[config.mk]
export PLATFORM = sky130hd
export DESIGN_NAME = box_plotter
export DESIGN_NICKNAME = d
export VERILOG_FILES = /design/src/rtl/vga_pkg.sv /design/src/rtl/raster_scan.sv /design/src/rtl/box_plotter.sv
export SDC_FILE = /design/constraint.sdc
export NUM_CORES = 1
export LEC_CHECK = 0
export CORE_ASPECT_RATIO = 0.7
export CORE_MARGIN = 4
export CORE_UTILIZATION = 42
export CTS_CLUSTER_SIZE = 24
export DETAILED_ROUTE_END_ITERATION = 12
export PLACE_DENSITY_LB_ADDON = 0.2
export SYNTH_ARGS = -nofsm -noshare
export SYNTH_HDL_FRONTEND = slang
export SYNTH_SLANG_ARGS = --single-unit
[constraint.sdc]
create_clock -name clock -period 3.45 [get_ports clock]
set_clock_uncertainty 0.15 [all_clocks]
set_input_delay 0.69 -clock clock [delete_from_list [all_inputs] [get_ports clock]]
set_output_delay 0.69 -clock clock [all_outputs]
set_load 0.02 [all_outputs]
[src/rtl/vga_pkg.sv]
// Shared constants for the VGA drawing blocks: command modes, sequencer
// states and default screen geometry.
package vga_pkg;

  localparam logic [1:0] MODE_OUTLINE = 2'd0;
  localparam logic [1:0] MODE_FILLED  = 2'd1;
  localparam logic [1:0] MODE_CLEAR   = 2'd2;

  typedef enum logic [1:0] {
    ST_IDLE = 2'd0,
    ST_RUN  = 2'd1,
    ST_DONE = 2'd2
  } state_t;

  localparam int DEF_X_W      = 8;
  localparam int DEF_Y_W      = 7;
  localparam int DEF_SCREEN_W = 160;
  localparam int DEF_SCREEN_H = 120;

  function automatic int max_int(input int a, input int b);
    return (a > b) ? a : b;
  endfunction

endpackage

[src/rtl/raster_scan.sv]
// 2-D raster counter: walks (cx, cy) row by row over a loaded width x height
// area, flagging the final pixel and pixels on the border.
module raster_scan #(
  parameter int CX_W = 8,
  parameter int CY_W = 7
) (
  input  logic            clock,
  input  logic            reset,
  input  logic            load,
  input  logic [CX_W-1:0] width,
  input  logic [CY_W-1:0] height,
  input  logic            advance,
  output logic [CX_W-1:0] cx,
  output logic [CY_W-1:0] cy,
  output logic            last,
  output logic            on_edge
);

  localparam logic [CX_W-1:0] ONE_X = CX_W'(1);
  localparam logic [CY_W-1:0] ONE_Y = CY_W'(1);

  logic [CX_W-1:0] w_q;
  logic [CY_W-1:0] h_q;
  logic            x_end;
  logic            y_end;

  assign x_end   = (cx == w_q - ONE_X);
  assign y_end   = (cy == h_q - ONE_Y);
  assign last    = x_end && y_end;
  assign on_edge = (cx == '0) || x_end || (cy == '0) || y_end;

  always_ff @(posedge clock or posedge reset) begin
    if (reset) begin
      cx  <= '0;
      cy  <= '0;
      w_q <= '0;
      h_q <= '0;
    end else if (load) begin
      cx  <= '0;
      cy  <= '0;
      w_q <= width;
      h_q <= height;
    end else if (advance) begin
      if (x_end) begin
        cx <= '0;
        cy <= cy + ONE_Y;
      end else begin
        cx <= cx + ONE_X;
      end
    end
  end

endmodule

[src/rtl/box_plotter.sv]
// Rectangle/clear pixel sequencer feeding vga_adapter: one pixel per clock,
// w*h cycles per command regardless of mode or clipping, done pulse at end.
module box_plotter import vga_pkg::*; #(
  parameter int X_W      = DEF_X_W,
  parameter int Y_W      = DEF_Y_W,
  parameter int COLOUR_W = 3,
  parameter int SIZE_W   = 5,
  parameter int SCREEN_W = DEF_SCREEN_W,
  parameter int SCREEN_H = DEF_SCREEN_H
) (
  input  logic                clock,
  input  logic                reset,
  input  logic                start,
  input  logic [1:0]          mode,
  input  logic [X_W-1:0]      x_in,
  input  logic [Y_W-1:0]      y_in,
  input  logic [SIZE_W-1:0]   w_in,
  input  logic [SIZE_W-1:0]   h_in,
  input  logic [COLOUR_W-1:0] colour_in,
  output logic                busy,
  output logic                done,
  output logic [X_W-1:0]      x,
  output logic [Y_W-1:0]      y,
  output logic [COLOUR_W-1:0] colour,
  output logic                plot
);

  // Counters must hold a full-screen CLEAR, not just the largest box.
  localparam int CX_W = max_int(SIZE_W, $clog2(SCREEN_W + 1));
  localparam int CY_W = max_int(SIZE_W, $clog2(SCREEN_H + 1));
  localparam int SX_W = max_int(X_W, CX_W) + 1;
  localparam int SY_W = max_int(Y_W, CY_W) + 1;

  state_t              state;
  logic [1:0]          mode_q;
  logic [X_W-1:0]      ox_q;
  logic [Y_W-1:0]      oy_q;
  logic [COLOUR_W-1:0] col_q;

  logic            is_clear;
  logic            load;
  logic            advance;
  logic [CX_W-1:0] ld_w;
  logic [CY_W-1:0] ld_h;
  logic [CX_W-1:0] cx;
  logic [CY_W-1:0] cy;
  logic            last;
  logic            on_edge;
  logic [SX_W-1:0] sum_x;
  logic [SY_W-1:0] sum_y;
  logic            plot_ok;

  assign is_clear = (mode == MODE_CLEAR);
  assign load     = (state == ST_IDLE) && start;
  assign advance  = (state == ST_RUN);
  assign ld_w     = is_clear ? CX_W'(SCREEN_W) : CX_W'(w_in);
  assign ld_h     = is_clear ? CY_W'(SCREEN_H) : CY_W'(h_in);

  raster_scan #(
    .CX_W (CX_W),
    .CY_W (CY_W)
  ) u_scan (
    .clock   (clock),
    .reset   (reset),
    .load    (load),
    .width   (ld_w),
    .height  (ld_h),
    .advance (advance),
    .cx      (cx),
    .cy      (cy),
    .last    (last),
    .on_edge (on_edge)
  );

  // Sums carry one extra bit so off-screen clipping never sees a wrapped value.
  assign sum_x   = SX_W'(ox_q) + SX_W'(cx);
  assign sum_y   = SY_W'(oy_q) + SY_W'(cy);
  assign plot_ok = ((mode_q != MODE_OUTLINE) || on_edge)
                && (sum_x < SX_W'(SCREEN_W))
                && (sum_y < SY_W'(SCREEN_H));

  always_ff @(posedge clock or posedge reset) begin
    if (reset) begin
      state  <= ST_IDLE;
      busy   <= 1'b0;
      done   <= 1'b0;
      plot   <= 1'b0;
      x      <= '0;
      y      <= '0;
      colour <= '0;
      mode_q <= '0;
      ox_q   <= '0;
      oy_q   <= '0;
      col_q  <= '0;
    end else begin
      case (state)
        ST_IDLE: begin
          busy <= 1'b0;
          done <= 1'b0;
          plot <= 1'b0;
          if (start) begin
            mode_q <= (mode == 2'd3) ? MODE_FILLED : mode;
            ox_q   <= is_clear ? '0 : x_in;
            oy_q   <= is_clear ? '0 : y_in;
            col_q  <= colour_in;
            if (!is_clear && (w_in == '0 || h_in == '0))
              state <= ST_DONE;
            else
              state <= ST_RUN;
          end
        end
        ST_RUN: begin
          busy   <= 1'b1;
          plot   <= plot_ok;
          x      <= sum_x[X_W-1:0];
          y      <= sum_y[Y_W-1:0];
          colour <= col_q;
          if (last)
            state <= ST_DONE;
        end
        ST_DONE: begin
          busy  <= 1'b0;
          plot  <= 1'b0;
          done  <= 1'b1;
          state <= ST_IDLE;
        end
        default: state <= ST_IDLE;
      endcase
    end
  end

endmodule

==> results.sh <==
export IMPL_status="finished clean"
export IMPL_die_x_um=123
export IMPL_synthMuxAreaShare_pct=0.806
export IMPL_place_hpwl_um=6880
export IMPL_core_rowCount=29
export IMPL_port_buffers=53
export IMPL_track_usage_pct=19.3
export IMPL_cts_clk_slew_worst_paths_ps=50
export IMPL_power_density_nw_per_um2=922
export IMPL_cts_tree="yes"
export IMPL_synth_commonest_cells="dfrtp_1 (68), nand2_1 (63), o21ai_0 (36), ha_1 (21)"
export IMPL_grt_pass1_vias=3314
export IMPL_drt_wirelength_per_cell_um=16.6
export IMPL_wirelength_um=9840
export IMPL_worst_pin_slew_ps=937
export IMPL_power_leakage_nw=2.12
export IMPL_ys_seq_elements=68
export IMPL_drt_initial_drc_count=187
export IMPL_fin_nets=520
export IMPL_reg2reg_from="u_scan.w_q[0]"
export IMPL_vias_per_cell=5.58
export IMPL_yosys_area_share_simple_pct=17.7
export IMPL_insertion_delay_ps=330
export IMPL_synthCells=412
export IMPL_dieArea_um2=10900
export IMPL_worstPathArrival_ps=3190
export IMPL_ys_warn_count=0
export IMPL_fillerInstances=813
export IMPL_synthesis_nets=468
export IMPL_crit_fanout=13
export IMPL_gr_total_overflow=0
export IMPL_route_detailed_drc=0
export IMPL_vdd_drop_max_mv=0.363
export IMPL_ys_types=58
export IMPL_report_final_slew_viol_count=0
export IMPL_netlist_top_cell_by_area="dfrtp_1"
export IMPL_synth_fa_ha_area_share_pct=7.80
export IMPL_cts_setup_buffers=0
export IMPL_yosysTopAreaCellShare_pct=43.9
export IMPL_synth_avg_cell_area_um2=9.42
export IMPL_holdWs_ps=320
export IMPL_whs_path_depth=2
export IMPL_wl_met1_um=4770
export IMPL_endpoint_kind="register"
export IMPL_ioPinCount=54
export IMPL_routed_wl_met2_um=4350
export IMPL_clock_path_buffers=2
export IMPL_via_count=3301
export IMPL_area_delta_synth_final_pct=25.2
export IMPL_fin_crit_sh_pct=89.3
export IMPL_hold_end="x[1]"
export IMPL_layout_drive_gt1_share_pct=7.05
export IMPL_core_um2=9030
export IMPL_setup_violations=0
export IMPL_cts_made_buffers=9
export IMPL_grt_pass1_wl_um=16300
export IMPL_syn_cell_area_um2=3880
export IMPL_synth_top_family_by_area="compound AO/OA/AOI/OAI gates"
export IMPL_synth_compound_area_share_pct=22.4
export IMPL_initial_core_util_pct=42.9
export IMPL_die_h_um=88.4
export IMPL_top_layer_used="met4"
export IMPL_worstSetupPathType="reg -> reg"
export IMPL_final_hold_violation_count=0
export IMPL_antenna_left=0
export IMPL_period_minus_slack_ps=3080
export IMPL_rsz0062_at_grt="false"
export IMPL_clkSinkCount=68
export IMPL_synth_edff_count=0
export IMPL_hold_start="x[1]"
export IMPL_slew_headroom_pct=37.2
export IMPL_seqCellArea_um2=1700
export IMPL_synth_most_common_cell="dfrtp_1"
export IMPL_synth_flop_cell="dfrtp_1"
export IMPL_diodes=0
export IMPL_worstRegToRegCells=8
export IMPL_start_kind="register"
export IMPL_grt_max_degree=69
export IMPL_multi_input_area_um2=2040
export IMPL_htreeDepth=3
export IMPL_drtPass1Iterations=5
export IMPL_antenna_found_initial=0
export IMPL_min_path_type="reg -> reg"
export IMPL_place_congestion=0.856
export IMPL_worstPathRequired_ps=3560
export IMPL_drv_cap=0
export IMPL_yosysSeqAreaShare_pct=43.9
export IMPL_fmax_ghz=0.325
export IMPL_tns_ps=0
export IMPL_cts_root_buf="clkbuf_16"
export IMPL_synth_xor_area_share_pct=3.61
export IMPL_rrSetupSlack_ps=370
export IMPL_ys_top_cells_by_area="dfrtp_1 (44%), ha_1 (6.8%), nand2_1 (6.1%), o21ai_0 (4.6%), a22o_1 (4.5%)"
export IMPL_synthArstFlopShare_pct=100
export IMPL_wl_met3_um=587
export IMPL_rr_endpoint="state[1]"
[how the worst max path moves through the flow]
stage / startpoint / endpoint / depth (start not counted)
finish: u_scan.w_q[0] / state[1] / 8
global route: u_scan.w_q[0] / u_scan.cy[5] / 8
CTS: u_scan.w_q[0] / u_scan.cy[5] / 8
detailed placement: u_scan.w_q[0] / u_scan.cy[4] / 8
global placement: u_scan.w_q[0] / u_scan.cy[5] / 8
floorplan: reset / busy / 1
[repair_timing]
item                       in CTS  in global routing
resized for setup               0                  1
setup endpoints to repair       0                  1
hold buffers                    0                  0
[cell usage in the layout (no fill, tap or decap), types with 11 or more instances in the layout]
master and n:
ha_1 21, inv_1 19, o21ai_0 36, clkdlybuf4s50_1 53, nand2_1 63, dfrtp_1 68
nand3_1 12, a21oi_1 12, nor3_1 11, a22o_1 20
[power breakdown]
part	leakage [nW]	total [mW]	switching [mW]	internal, mW
Sequential	0.853	1.50	0.364	1.14
Clock	0.145	0.893	0.333	0.560
Combinational	1.12	2.09	1.11	0.977
[cell type report]
class                           count  share of cell area, %
Clock inverter                      1                  0.103
Sequential cell                    68                   35.0
Inverter                           20                   1.55
Clock buffer                       14                   5.85
Timing Repair Buffer               60                   12.3
Tap cell                          124                   3.19
Multi-Input combinational cell    305                   42.0
[sequential cells by signal, summed over array words and instances, names as in the netlist]
name / count
ox_q: 8
u_scan.cx: 8
x: 8
oy_q: 7
u_scan.cy: 7
y: 7
u_scan.h_q: 5
u_scan.w_q: 5
col_q: 3
colour: 3
mode_q: 2
state: 2
busy: 1
done: 1
plot: 1
[through the flow]
| step | area [um^2] | utilization, % | instances | total power [mW] | setup slack [ps] |
|---|---|---|---|---|---|
| after floorplan | 3880 | - | 412 | 2.88 | 898 |
| after global placement | 4560 | 50.5 | 577 | 3.51 | 473 |
| after detailed placement | 4560 | 50.5 | 577 | 3.58 | 321 |
| after CTS | 4850 | 53.7 | 592 | 4.50 | 290 |
| after global routing | 4860 | 53.8 | 592 | 4.81 | 195 |
| final | 4860 | 53.8 | 592 | 4.48 | 369 |
[layer usage]
metal	vias to the layer above	global-route usage (%)
met5	-	0
met4	0	6.50
met3	14	5.24
met2	98	30.7
met1	1588	25.8
li1	1601	-
[cell families after synthesis]
group,after synthesis
flops,68
fa+ha+maj,23
compound gates,125
mux,3
xor+xnor,16
simple gates,138
buf+inv,39
[critical path, cell delays in order, from the launching register on]
cell      delay, ps
dfrtp_1         430
inv_1           100
ha_1            270
nand2_1          90
or4b_1          570
a21oi_1         250
o211ai_1        430
or3b_2          590
a21oi_1         130
No activity file was read; power rests on OpenSTA's default activity.
